===== src/rtl/button_debouncer.sv =====
// ----------------------------------------------------------------------------
// button_debouncer
//
// Turns a raw, bouncing, asynchronous push-button (or select) pin into clean
// events in the clk domain: a debounced level, one-cycle press / release /
// long-press strobes, a toggle flag and an 8-bit wrapping press counter.
//
// Parameters
//   LOG2DELAY      input must be stable for 2^LOG2DELAY consecutive cycles
//   LONGPRESS_LOG2 long-press threshold, 2^LONGPRESS_LOG2 cycles held
//   ACTIVE_LOW     1 = pin reads low when pressed
//
// Ports
//   clk            system clock, rising edge
//   rst            asynchronous, active-high reset
//   btn_in         raw button pin (asynchronous)
//   btn_level      debounced pressed level
//   press_pulse    one-cycle strobe on debounced press
//   release_pulse  one-cycle strobe on debounced release
//   long_pulse     one-cycle strobe when a hold reaches the long threshold
//   toggle         flips on every debounced press
//   press_count    number of debounced presses, wraps at 256
// ----------------------------------------------------------------------------
module button_debouncer #(
    parameter int LOG2DELAY      = 16,
    parameter int LONGPRESS_LOG2 = 23,
    parameter bit ACTIVE_LOW     = 1'b0
) (
    input  logic       clk,
    input  logic       rst,
    input  logic       btn_in,
    output logic       btn_level,
    output logic       press_pulse,
    output logic       release_pulse,
    output logic       long_pulse,
    output logic       toggle,
    output logic [7:0] press_count
);

    typedef enum logic [1:0] {
        IDLE         = 2'd0,
        PRESS_WAIT   = 2'd1,
        PRESSED      = 2'd2,
        RELEASE_WAIT = 2'd3
    } state_t;

    localparam logic [LOG2DELAY-1:0]      CNT_MAX  = '1;
    localparam logic [LOG2DELAY-1:0]      CNT_ONE  = {{(LOG2DELAY-1){1'b0}}, 1'b1};
    localparam logic [LONGPRESS_LOG2-1:0] LONG_MAX = '1;
    localparam logic [LONGPRESS_LOG2-1:0] LONG_ONE = {{(LONGPRESS_LOG2-1){1'b0}}, 1'b1};

    state_t                    state;
    logic [LOG2DELAY-1:0]      cnt;
    logic [LONGPRESS_LOG2-1:0] long_cnt;
    logic                      long_done;

    // Normalise polarity before the synchroniser so everything downstream
    // works in "1 = pressed" terms.
    logic p;
    assign p = btn_in ^ ACTIVE_LOW;

    // Two-flop synchroniser; sync_pipe[1] is the only copy the FSM may look at.
    logic [1:0] sync_pipe;
    logic       s2;

    always_ff @(posedge clk or posedge rst) begin
        if (rst) begin
            sync_pipe <= 2'b00;
        end else begin
            sync_pipe <= {sync_pipe[0], p};
        end
    end

    assign s2 = sync_pipe[1];

    // Debounce FSM with registered outputs. The debounce counter is cleared on
    // every entry to a wait state, so it never needs to wrap. The long-press
    // counter and long_done survive a release bounce (RELEASE_WAIT back to
    // PRESSED) so one physical hold gives at most one long_pulse.
    always_ff @(posedge clk or posedge rst) begin
        if (rst) begin
            state         <= IDLE;
            cnt           <= '0;
            long_cnt      <= '0;
            long_done     <= 1'b0;
            btn_level     <= 1'b0;
            press_pulse   <= 1'b0;
            release_pulse <= 1'b0;
            long_pulse    <= 1'b0;
            toggle        <= 1'b0;
            press_count   <= 8'd0;
        end else begin
            press_pulse   <= 1'b0;
            release_pulse <= 1'b0;
            long_pulse    <= 1'b0;

            case (state)
                IDLE: begin
                    if (s2) begin
                        state <= PRESS_WAIT;
                        cnt   <= '0;
                    end
                end

                PRESS_WAIT: begin
                    if (!s2) begin
                        // bounce: drop back silently
                        state <= IDLE;
                    end else if (cnt == CNT_MAX) begin
                        state       <= PRESSED;
                        btn_level   <= 1'b1;
                        press_pulse <= 1'b1;
                        toggle      <= ~toggle;
                        press_count <= press_count + 8'd1;
                        long_cnt    <= '0;
                        long_done   <= 1'b0;
                    end else begin
                        cnt <= cnt + CNT_ONE;
                    end
                end

                PRESSED: begin
                    if (!s2) begin
                        state <= RELEASE_WAIT;
                        cnt   <= '0;
                    end else if (!long_done) begin
                        if (long_cnt == LONG_MAX) begin
                            long_pulse <= 1'b1;
                            long_done  <= 1'b1;
                        end else begin
                            long_cnt <= long_cnt + LONG_ONE;
                        end
                    end
                end

                RELEASE_WAIT: begin
                    if (s2) begin
                        // release bounce: resume the hold without any strobe
                        state <= PRESSED;
                    end else if (cnt == CNT_MAX) begin
                        state         <= IDLE;
                        btn_level     <= 1'b0;
                        release_pulse <= 1'b1;
                    end else begin
                        cnt <= cnt + CNT_ONE;
                    end
                end

                default: state <= IDLE;
            endcase
        end
    end

endmodule


===== config.mk =====
export PLATFORM = sky130hd
export DESIGN_NAME = button_debouncer
export DESIGN_NICKNAME = d
export VERILOG_FILES = /design/src/rtl/button_debouncer.sv
export SDC_FILE = /design/constraint.sdc
export NUM_CORES = 1
export LEC_CHECK = 0
export BUFFER_PORTS_ARGS = -buffer_cell sky130_fd_sc_hd__buf_4
export CAP_MARGIN = 20
export CORE_MARGIN = 2
export CORE_UTILIZATION = 39
export CTS_CLUSTER_DIAMETER = 30
export CTS_CLUSTER_SIZE = 28
export DETAILED_ROUTE_END_ITERATION = 6
export GPL_TIMING_DRIVEN = 0
export PLACE_DENSITY = 0.63
export SYNTH_ARGS = -nofsm -noshare
export SYNTH_HDL_FRONTEND = slang
export SYNTH_SLANG_ARGS = --single-unit

===== constraint.sdc =====
create_clock -name clk -period 2.7 [get_ports clk]
set_input_delay 0 -clock clk [delete_from_list [all_inputs] [get_ports clk]]
set_output_delay 0 -clock clk [all_outputs]
set_load 0.05 [all_outputs]

---- Yosys cells after proc, flatten, opt, wreduce, memory -nomap -nowiden ----
Cells that the tools add are included.
storage, ports and cells
  memories ................................ 0
  output and inout bits ................... 13
  RAM bits ................................ 0
  memory bits (read-only) ................. 0
  latch bits .............................. 0
  input port bits ......................... 3
  register bits after elaboration ......... 57
operators by class
  bitwise gates (word level) .............. 1
  reduce and logical (&&, ||, !) cells .... 9
  $lt $le $gt $ge ......................... 0
  shift-type cells ........................ 0
  add/subtract/negate cells ............... 3
  divide/modulo/power cells ............... 0
  eq/ne operators ......................... 16
  multiply operators ...................... 0
  muxes and demuxes ....................... 37
operator list
  kind                     count
  $mux W23                 5
  $mux W16                 5
  $pmux W16 S4             1
  $pmux W23 S2             1
  $add A23 B1 Y23 const B  1
  $eq A23 B23 Y1 const B   1
  $ne A2 B2 Y1 const B     9
  $add A16 B1 Y16 const B  1
  $eq A16 B16 Y1 const B   1
  $mux W1                  16
  $mux W2                  6
  $reduce_and A4 Y1        3
  $add A8 B1 Y8 const B    1
  $pmux W2 S4              1
  $ne A3 B3 Y1 const B     2
  $reduce_and A6 Y1        1
  $reduce_and A5 Y1        1
  $eq A2 B2 Y1 const B     2
  $pmux W1 S2              2
  $reduce_bool A2 Y1       2
  $reduce_and A3 Y1        1
  $eq A2 B1 Y1 const B     1
  $logic_not A2 Y1         1
  $not A1 Y1               1

---- Logic depth before layout (Yosys ltp) ----
Gate-level depths: netlist of the first run.
  depth in word-level cells ............... 5
  mapped depth ............................ 8
  mapped depth without buffers ............ 6

---- Worst setup path before layout of the first run ----
OpenSTA, ideal clock, no wires.
  kind .................................... reg2reg
  from .................................... register long_cnt[0]
  to ...................................... register long_cnt[8]
  path slack .............................. 679 ps
  required time ........................... 2582 ps
  setup time .............................. 118 ps
  clock period less this slack ............ 2021 ps
  cell stages (with the launch flop) ...... 8
  arrival ................................. 1903 ps
  cell sequence ........................... dfrtp_1 -> ha_1 -> nand4_2 -> nor4_4 -> a41o_1 -> buf_2 -> nor3_1 -> a21o_1
between the ends
  cells in the longest elaborated chain, start to end .. 5
  elaborated cells between the ends (all ways) .. 8
  those cells by class .................... add/sub: 1; eq/ne: 2; mux: 4; reduce/logical: 1
ends and longest elaborated chain
  element                   line  RTL
  start: declaration        54    logic [LONGPRESS_LOG2-1:0] long_cnt;
  start signal: assignment  131   long_cnt <= long_cnt + LONG_ONE;
  $add A23 B1 Y23           131
  $mux W23                  127   if (long_cnt == LONG_MAX) begin
  $mux W23                  126   end else if (!long_done) begin
  $mux W23                  123   if (!s2) begin
  $pmux W23 S2              97    case (state)
Parallel ways exist; a longest one is shown, timed or not. The select of a mux whose other input is x is not followed.
A chain may end at the register's enable or synchronous reset.

---- Worst setup path in the final report of the first run ----
  from .................................... register long_cnt[0]
  to ...................................... register long_cnt[12]
The elaborated chain is that of the path after synthesis.

==> results of run 1 <==
[how the worst max path moves through the flow]
| stage | startpoint | endpoint | slack, ps | depth (start not counted) |
|---|---|---|---|---|
| CTS | long_cnt[0] | long_cnt[12] | 240 | 7 |
| global placement | long_cnt[0] | long_cnt[12] | 340 | 7 |
| floorplan | long_cnt[0] | long_cnt[8] | 680 | 7 |
| global route | long_cnt[0] | long_cnt[12] | 40 | 7 |
| detailed placement | long_cnt[0] | long_cnt[12] | 230 | 7 |
| finish | long_cnt[0] | long_cnt[12] | 210 | 7 |
[area by class of cell]
cell class,count,share of cell area (%)
Sequential cell,57,41.70
Multi-Input combinational cell,226,41.26
Timing Repair Buffer,18,4.462
Clock buffer,11,4.133
Tap cell,99,3.621
Clock inverter,5,2.304
Buffer,14,2.085
Inverter,4,0.4389
[sequential cells by signal, summed over array words and instances, names as in the netlist, named ones only]
name	count
long_pulse	1
btn_level	1
press_count	8
state	1
release_pulse	1
long_cnt	23
press_pulse	1
long_done	1
sync_pipe	2
cnt	16
toggle	1
[cell families (layout without fill, tap and decap cells)]
group	count (synthesis)	in the layout	synth area share (%)
flip-flops	57	57	48.78
multiplexers	1	1	0.3423
buffers and inverters	18	52	2.952
XOR/XNOR	20	20	5.991
AND/OR/NAND/NOR	134	134	25.59
AO/OA/AOI/OAI	68	68	15.06
adder cells (fa/ha/maj)	3	3	1.284
[routing by layer]
metal / global-route usage, % / vias up / part of all wire [%]
met5: 0 / - / 0
met4: 9.872 / 0 / 2.7
met3: 3.255 / 15 / 3.2
met2: 24.25 / 52 / 44
met1: 22.76 / 1137 / 50
li1: - / 1176 / -
[cell usage in the layout, fill, tap and decap left out, types with 2 or more instances in the layout]
| cell type | Yosys | layout |
|---|---|---|
| dfrtp_1 | 57 | 57 |
| clkbuf_1 | 6 | 7 |
| a2bb2oi_1 | 2 | 2 |
| o21a_1 | 4 | 4 |
| clkbuf_8 | 0 | 10 |
| inv_1 | 4 | 3 |
| clkinv_2 | 0 | 2 |
| a211o_1 | 2 | 2 |
| nor4b_1 | 2 | 2 |
| nand4_1 | 14 | 14 |
| and4_1 | 3 | 3 |
| nand2b_1 | 4 | 4 |
| nand2_2 | 2 | 2 |
| buf_4 | 1 | 16 |
| a41oi_1 | 5 | 5 |
| a31oi_1 | 12 | 12 |
| buf_2 | 5 | 5 |
| nor4_1 | 6 | 6 |
| o21ai_1 | 2 | 2 |
| nand3_1 | 17 | 17 |
| bufinv_16 | 0 | 2 |
| nor3b_1 | 3 | 3 |
| a22o_1 | 3 | 3 |
| xor2_1 | 3 | 3 |
| o21ai_0 | 12 | 12 |
| nand4_2 | 2 | 2 |
| dlygate4sd3_1 | 0 | 2 |
| a21boi_0 | 2 | 2 |
| a21oi_1 | 17 | 17 |
| and3_1 | 6 | 6 |
| nor2b_1 | 2 | 2 |
| nor3_1 | 8 | 8 |
| nor2_1 | 21 | 21 |
| or3_1 | 2 | 2 |
| ha_1 | 3 | 3 |
| xnor2_1 | 17 | 17 |
| nand2_1 | 33 | 33 |
| nor4_4 | 2 | 2 |
[what timing repair did]
| action | 4_1_cts | 5_1_grt |
|---|---|---|
| endpoints found under the hold margin | 30 | 0 |
| setup buffers | 0 | 0 |
| hold buffers | 2 | 0 |
[report_power, final]
| part | internal [W] | total, W | leakage (nW) | switching, W |
|---|---|---|---|---|
| clock network | 0.000543 | 0.000890 | 0.113 | 0.000347 |
| registers | 0.000865 | 0.000878 | 0.787 | 0.0000125 |
| logic | 0.0000203 | 0.0000602 | 0.595 | 0.0000399 |
[worst register-to-register path, stage by stage (launching register included)]
cell	delay, ps
dfrtp_1	410
ha_1	260
nand4_2	190
nor4_4	580
a41oi_1	390
buf_2	310
a31oi_1	180
a31oi_1	50
[through the flow]
stage / power, W / instance area [um2] / instances
final: 0.001828 / 3421 / 434
after global routing: 0.001899 / 3421 / 434
after CTS: 0.001853 / 3421 / 434
after detailed placement: 0.0009537 / 3181 / 416
after global placement: 0.0009477 / 3161 / 415
after floorplan: 0.0009315 / 2924 / 301
==> results.md, run 1 <==
- H-tree depth: 3
- Clk sinks: 57
- Count leader, synth: dfrtp_1
- N_diodes: 0
- Setup WS post-layout: 209.0 ps
- Crit path buffers/inverters: 1
- Fmax: 401.5 MHz
- Mapped Area: 2924 um2
- Final period utilization: 92.26%
- Clock latency on the worst-skew pair: 340 ps
- Worst reg-to-reg setup slack: 210 ps
- FILL cells: 694
- Power density cells: 534.3 nW/um2
- Synth area leader: dfrtp_1
- Worst IR Drop VDD: 0.0002453 V
- Sequential area share after synthesis: 48.78%
- Hold Violations, Final: 0
- Share of the synthesized area in the top cell type: 48.78%
- Die Span Y: 90.59 um
- Critical Path End Type: register
- ANT nets after route: 0
- Synthesis warning total: 0
- Syn Inst Count: 301
- DRC: 0
- Syn Nets: 307
- Reg area: 1426 um2
- Worst-path fanout max: 10
- Syn_area_per_cell: 9.714 um2
- Clock transition at path regs: 70 ps
- Root Driver: clkbuf_8
- Worst setup SP type: register
- Vias in the first global route: 2277
- Largest stage delay, worst path: 580 ps
- Status: finished, final reports clean
- First-pass GRT wire length: 10830 um
- NumNets Final: 336
- RSZ-0062 raised after global routing: no
- Core Region: 7253 um2
- Crit-path slowest cell: nor4_4
- Rows: 31
- Post-detailed-route wirelength per cell: 14.51 um
- Max Buffers Root-to-Sink: 2
- CP arrival: 2710 ps
- Worst-Margin Slew: 954.6 ps
- Async set-or-reset flop fraction in the synthesized netlist: 100.0%
- Endpoints failing setup: 0
- Hold Crit Class: primary input to async pin
- Die X: 90.59 um
- Maxcap violations: 0
- Detail Placement HPWL: 4287 um
- R2R cell count: 7
- IO Pins: 16
- Main synth FF type: dfrtp_1
- CP top delay family: simple AND/OR/NAND/NOR gates
- Resized cells post-CTS: 0
- Total grt overflow: 0
- Total GRT Usage: 16.60%
- Leakage: 1.496 nW
- Share of layout cells above drive strength 1: 14.93%
- Cts bufs inserted: 9
- Min Tclk post-route: 2491 ps
- DR iter-0 viols: 202
- Layout area overhead: 16.99%
- Vias: 2380
- Top cells by count, synth: dfrtp_1, nand2_1, nor2_1
- Initial antenna violation count: 0
- Yosys reg bits: 57
- Max-slew violations: 0
- Routed vias/inst: 5.484
- IO buf count: 15
- Initial Utilization: 40.31%
- Reg-to-Reg Start: long_cnt[0]
- Multi-input gate area: 1411 um2
- Top cells by area, synth: dfrtp_1, xnor2_1, nand2_1, nand4_1, a21oi_1
- Critical path type: register to register
- Worst clock skew: 11.60 ps
- Largest net degree at the start of global routing: 31
- Slew HR: 35.87%
- Pre-CTS setup slack: 233.8 ps
- Reg2reg end: long_cnt[12]
- Die area: 8207 um2
- CP dominant cell by count: a31oi_1
- Final Util: 47.16%
- Crit-path cells: ha_1 > nand4_2 > nor4_4 > a41oi_1 > buf_2 > a31oi_1 > a31oi_1
- Library cells used by synthesis: 51
- Pre-antenna DRT Iters: 4
- Total Routed Length: 6296 um
- TritonCTS clock tree: done
- CP required: 2920 ps
- Final GP Congestion: 0.8390
- Post-synth EDFFs: 0
- Hold Slack: 305.1 ps
- Sum of negative setup slack: 0 ps
(Power assumes the default switching activity.)
==> run 2: changes to the inputs <==
Settings changed: ABC_AREA set to 1.
==> run 2 against run 1 <==
Compared with the run above: die area is 12% higher; clock skew is 2.7 ps lower; cell count is 39% higher; register-to-register slack better by 370 ps; largest power group is now registers; highest routed layer unchanged.
==> results.md, run 2 <==
- Leakage: 1.711 nW (+14%)
- Die area: 9212 um2 (+12%)
- Setup WS post-layout: 582.8 ps (+373.8 ps)
- Resized cells post-CTS: 0 (unchanged)
- Hold Violations, Final: 0 (unchanged)
- Root Driver: clkbuf_8
- Vias: 2946 (+24%)
- Commonest non-fill, non-tap cell in the layout: nand2_1
- Clock transition at path regs: 70 ps (about the same)
- CP top delay family: simple AND/OR/NAND/NOR gates
- Final period utilization: 78.42% (-14 points)
- Final GP Congestion: 0.8901 (+6.1%)
- Syn_area_per_cell: 7.126 um2 (-27%)
- Met1 wire length: 3470 um (+11%)
- Crit-path cells: ha_1 > nand2_1 > nor2_2 > nand2_1 > nor2_1 > nand2_1 > nand2_1 > nand2_2 > nand2_4 > buf_6 > nand2_1 > nand2_1
- Pre-antenna DRT Iters: 4 (unchanged)
- CP required: 2980 ps (+60 ps)
- Syn Nets: 469 (+53%)
- Clock power share: 42.6% (-6.1 points)
- Comb pwr share: 4.9% (+1.6 points)
- Top cells by area, synth: dfrtp_1, nand2_1, nor2_1, nand3_1, inv_1
- Sum of negative setup slack: 0 ps (unchanged)
- Final Non-Filler Cells: 602 (+39%)
- Crit-path slowest cell: dfrtp_1
- IO buf count: 15 (unchanged)
- Max-slew violations: 0 (unchanged)
- Worst-path fanout max: 10 (unchanged)
- Met3 WL: 294 um (+46%)
- Cts bufs inserted: 9 (unchanged)
- CP arrival: 2390 ps (-320 ps)
- Worst setup SP type: register
- Fmax: 472.3 MHz (+18%)
- Min Tclk post-route: 2117 ps (-373.8 ps)
- Status: finished, final reports clean
- Mapped Area: 3299 um2 (+13%)
- Largest stage delay, worst path: 450 ps (-130 ps)
- Pre-CTS setup slack: 597.9 ps (+364.1 ps)
- DRC: 0 (unchanged)
- Die Span Y: 95.98 um (+5.9%)
- Total Routed Length: 7415 um (+18%)
- Top Layer Used: met4
- Power density cells: 439.3 nW/um2 (-18%)
- Count leader, synth: nand2_1
- Net Sw Frac: 26.14% (+4.3 points)
- TritonCTS clock tree: done
- Crit path buffers/inverters: 1 (unchanged)
- Routed vias/inst: 4.894 (-11%)
- CP dominant cell by count: nand2_1
- Biggest regs: long_cnt x23, cnt x16, press_count x8
- Largest net degree at the start of global routing: 34 (+9.7%)
- Power Internal: 0.001219 W (-15%)
- Synthesis warning total: 0 (unchanged)
- DR iter-0 viols: 122 (-40%)
- Metal2 WL: 3567 um (+28%)
- RSZ-0062 raised after global routing: no
- Share of the synthesized area in the top cell type: 43.23% (-5.5 points)
- Synth area leader: dfrtp_1
- Vias in the first global route: 2854 (+25%)
- Post-synth EDFFs: 0 (unchanged)
- Worst-Margin Slew: 570.7 ps (-383.9 ps)
- Total GRT Usage: 18.31% (+1.7 points)
- Yosys reg bits: 57 (unchanged)
- Die X: 95.98 um (+5.9%)
- Share of layout cells above drive strength 1: 10.87% (-4.1 points)
- Worst clock skew: 8.945 ps (-2.654 ps)
- Top cells by count, synth: nand2_1, nor2_1, dfrtp_1
- Total grt overflow: 0 (unchanged)
- Placed cells: 584 (+40%)
- Critical path type: register to register
- Initial Utilization: 40.16% (-0.16 points)
- Hold Crit Class: primary input to async pin
- H-tree depth: 3 (unchanged)
- Main synth FF type: dfrtp_1
- Core Region: 8217 um2 (+13%)
- Max Buffers Root-to-Sink: 2 (unchanged)
- Top reg by flops: long_cnt
- Initial antenna violation count: 0 (unchanged)
- Number of flip-flops in the largest register: 23 (unchanged)
- First-pass GRT wire length: 13020 um (+20%)
- Async set-or-reset flop fraction in the synthesized netlist: 100.0% (unchanged)
- ANT nets after route: 0 (unchanged)
- Clock latency on the worst-skew pair: 340 ps (about the same)
- NumNets Final: 498 (+48%)
- Final Util: 45.71% (-1.4 points)
- Library cells used by synthesis: 27 (-47%)
- Psw: 0.0004313 W (+8.0%)
- Sequential Power Share: 52.6% (+4.6 points)
- Rows: 33 (+6.5%)
- Detail Placement HPWL: 5354 um (+25%)
- Endpoints failing setup: 0 (unchanged)
- Layout area overhead: 13.84%
- N_diodes: 0 (unchanged)
- Syn Inst Count: 463 (+54%)
- Clk sinks: 57 (unchanged)
- Maxcap violations: 0 (unchanged)
- Worst IR Drop VDD: 0.0002450 V (-0.11%)
- Most frequent cells in the layout: nand2_1, nor2_1, dfrtp_1, inv_1, nand3_1
- Critical Path End Type: register
- Sequential area share after synthesis: 43.23% (-5.5 points)
- Post-detailed-route wirelength per cell: 12.32 um (-15%)
- Slew HR: 61.90% (+26 points)
- IO Pins: 16 (unchanged)
-- run 2: per-layer routing --
layer  up-vias  global-route usage [%]
met2        38                   30.03
met3         8                   3.994
met4         0                   6.786
met1      1373                   23.65
li1       1527                       -
met5         -                       0
-- run 2: worst paths after layout --
| path | startpoint | end | slack, ps | cells after the start |
|---|---|---|---|---|
| setup / recovery | long_cnt[0] | long_cnt[16] | 580 | 12 |
| hold / removal | rst | cnt[8] | 280 | 3 |
| setup reg to reg | long_cnt[0] | long_cnt[16] | 580 | 12 |
| hold reg to reg | sync_pipe[0] | sync_pipe[1] | 360 | 0 |
| max in group asynchronous | rst | long_cnt[13] | 1840 | 4 |
| min in group clk | btn_in | sync_pipe[0] | 310 | 2 |
-- run 2: cell families after synthesis --
| kind of cell | Yosys count | synth area share [%] |
|---|---|---|
| and+or+nand+nor | 297 | 37.58 |
| DFF | 57 | 43.23 |
| buffers and inverters | 49 | 6.636 |
| AOI/OAI and AO/OA | 40 | 6.902 |
| xor gates and xnor gates | 17 | 4.513 |
| adders and majority gates | 3 | 1.138 |
-- run 2: worst min-delay path, delay by kind of cell --
kind | cells | cell delay [ps]
buffers and inverters | 3 | 1080
-- run 2: repair_timing --
item / 4_1_cts / 5_1_grt
hold endpoints to repair: 25 / 0
endpoints found under the setup margin: 0 / 0
hold buffers: 2 / 0
setup buffers: 0 / 0
-- run 2: through the flow --
stage,power (W),cell area (um2),hold WS [ps]
6_report,0.001650,3756,276.8
5_1_grt,0.001732,3756,325.7
4_1_cts,0.001675,3756,286.1
3_5_place_dp,0.0009643,3563,105.6
3_3_place_gp,0.0009586,3543,115.6
2_1_floorplan,0.0009368,3299,31.43
-- run 2: layout make-up --
cell class,count,area [um2]
clock buffers,10,127.6
repair buffers,18,152.6
multi-input cells,357,1654
flip-flops and latches,57,1426
fillers,809,4461
clock inverters,6,45.04
well taps,105,131.4
plain buffers,10,72.57
inverters,39,146.4
-- run 2: power groups by stage --
stage	combinational (W)	clock, W	sequential, W
after global routing	0.0000925	0.000771	0.000868
final	0.0000803	0.000702	0.000868
after detailed placement	0.0000804	0	0.000884
after global placement	0.0000749	0	0.000884
after CTS	0.0000825	0.000725	0.000867
after floorplan	0.0000540	0	0.000883
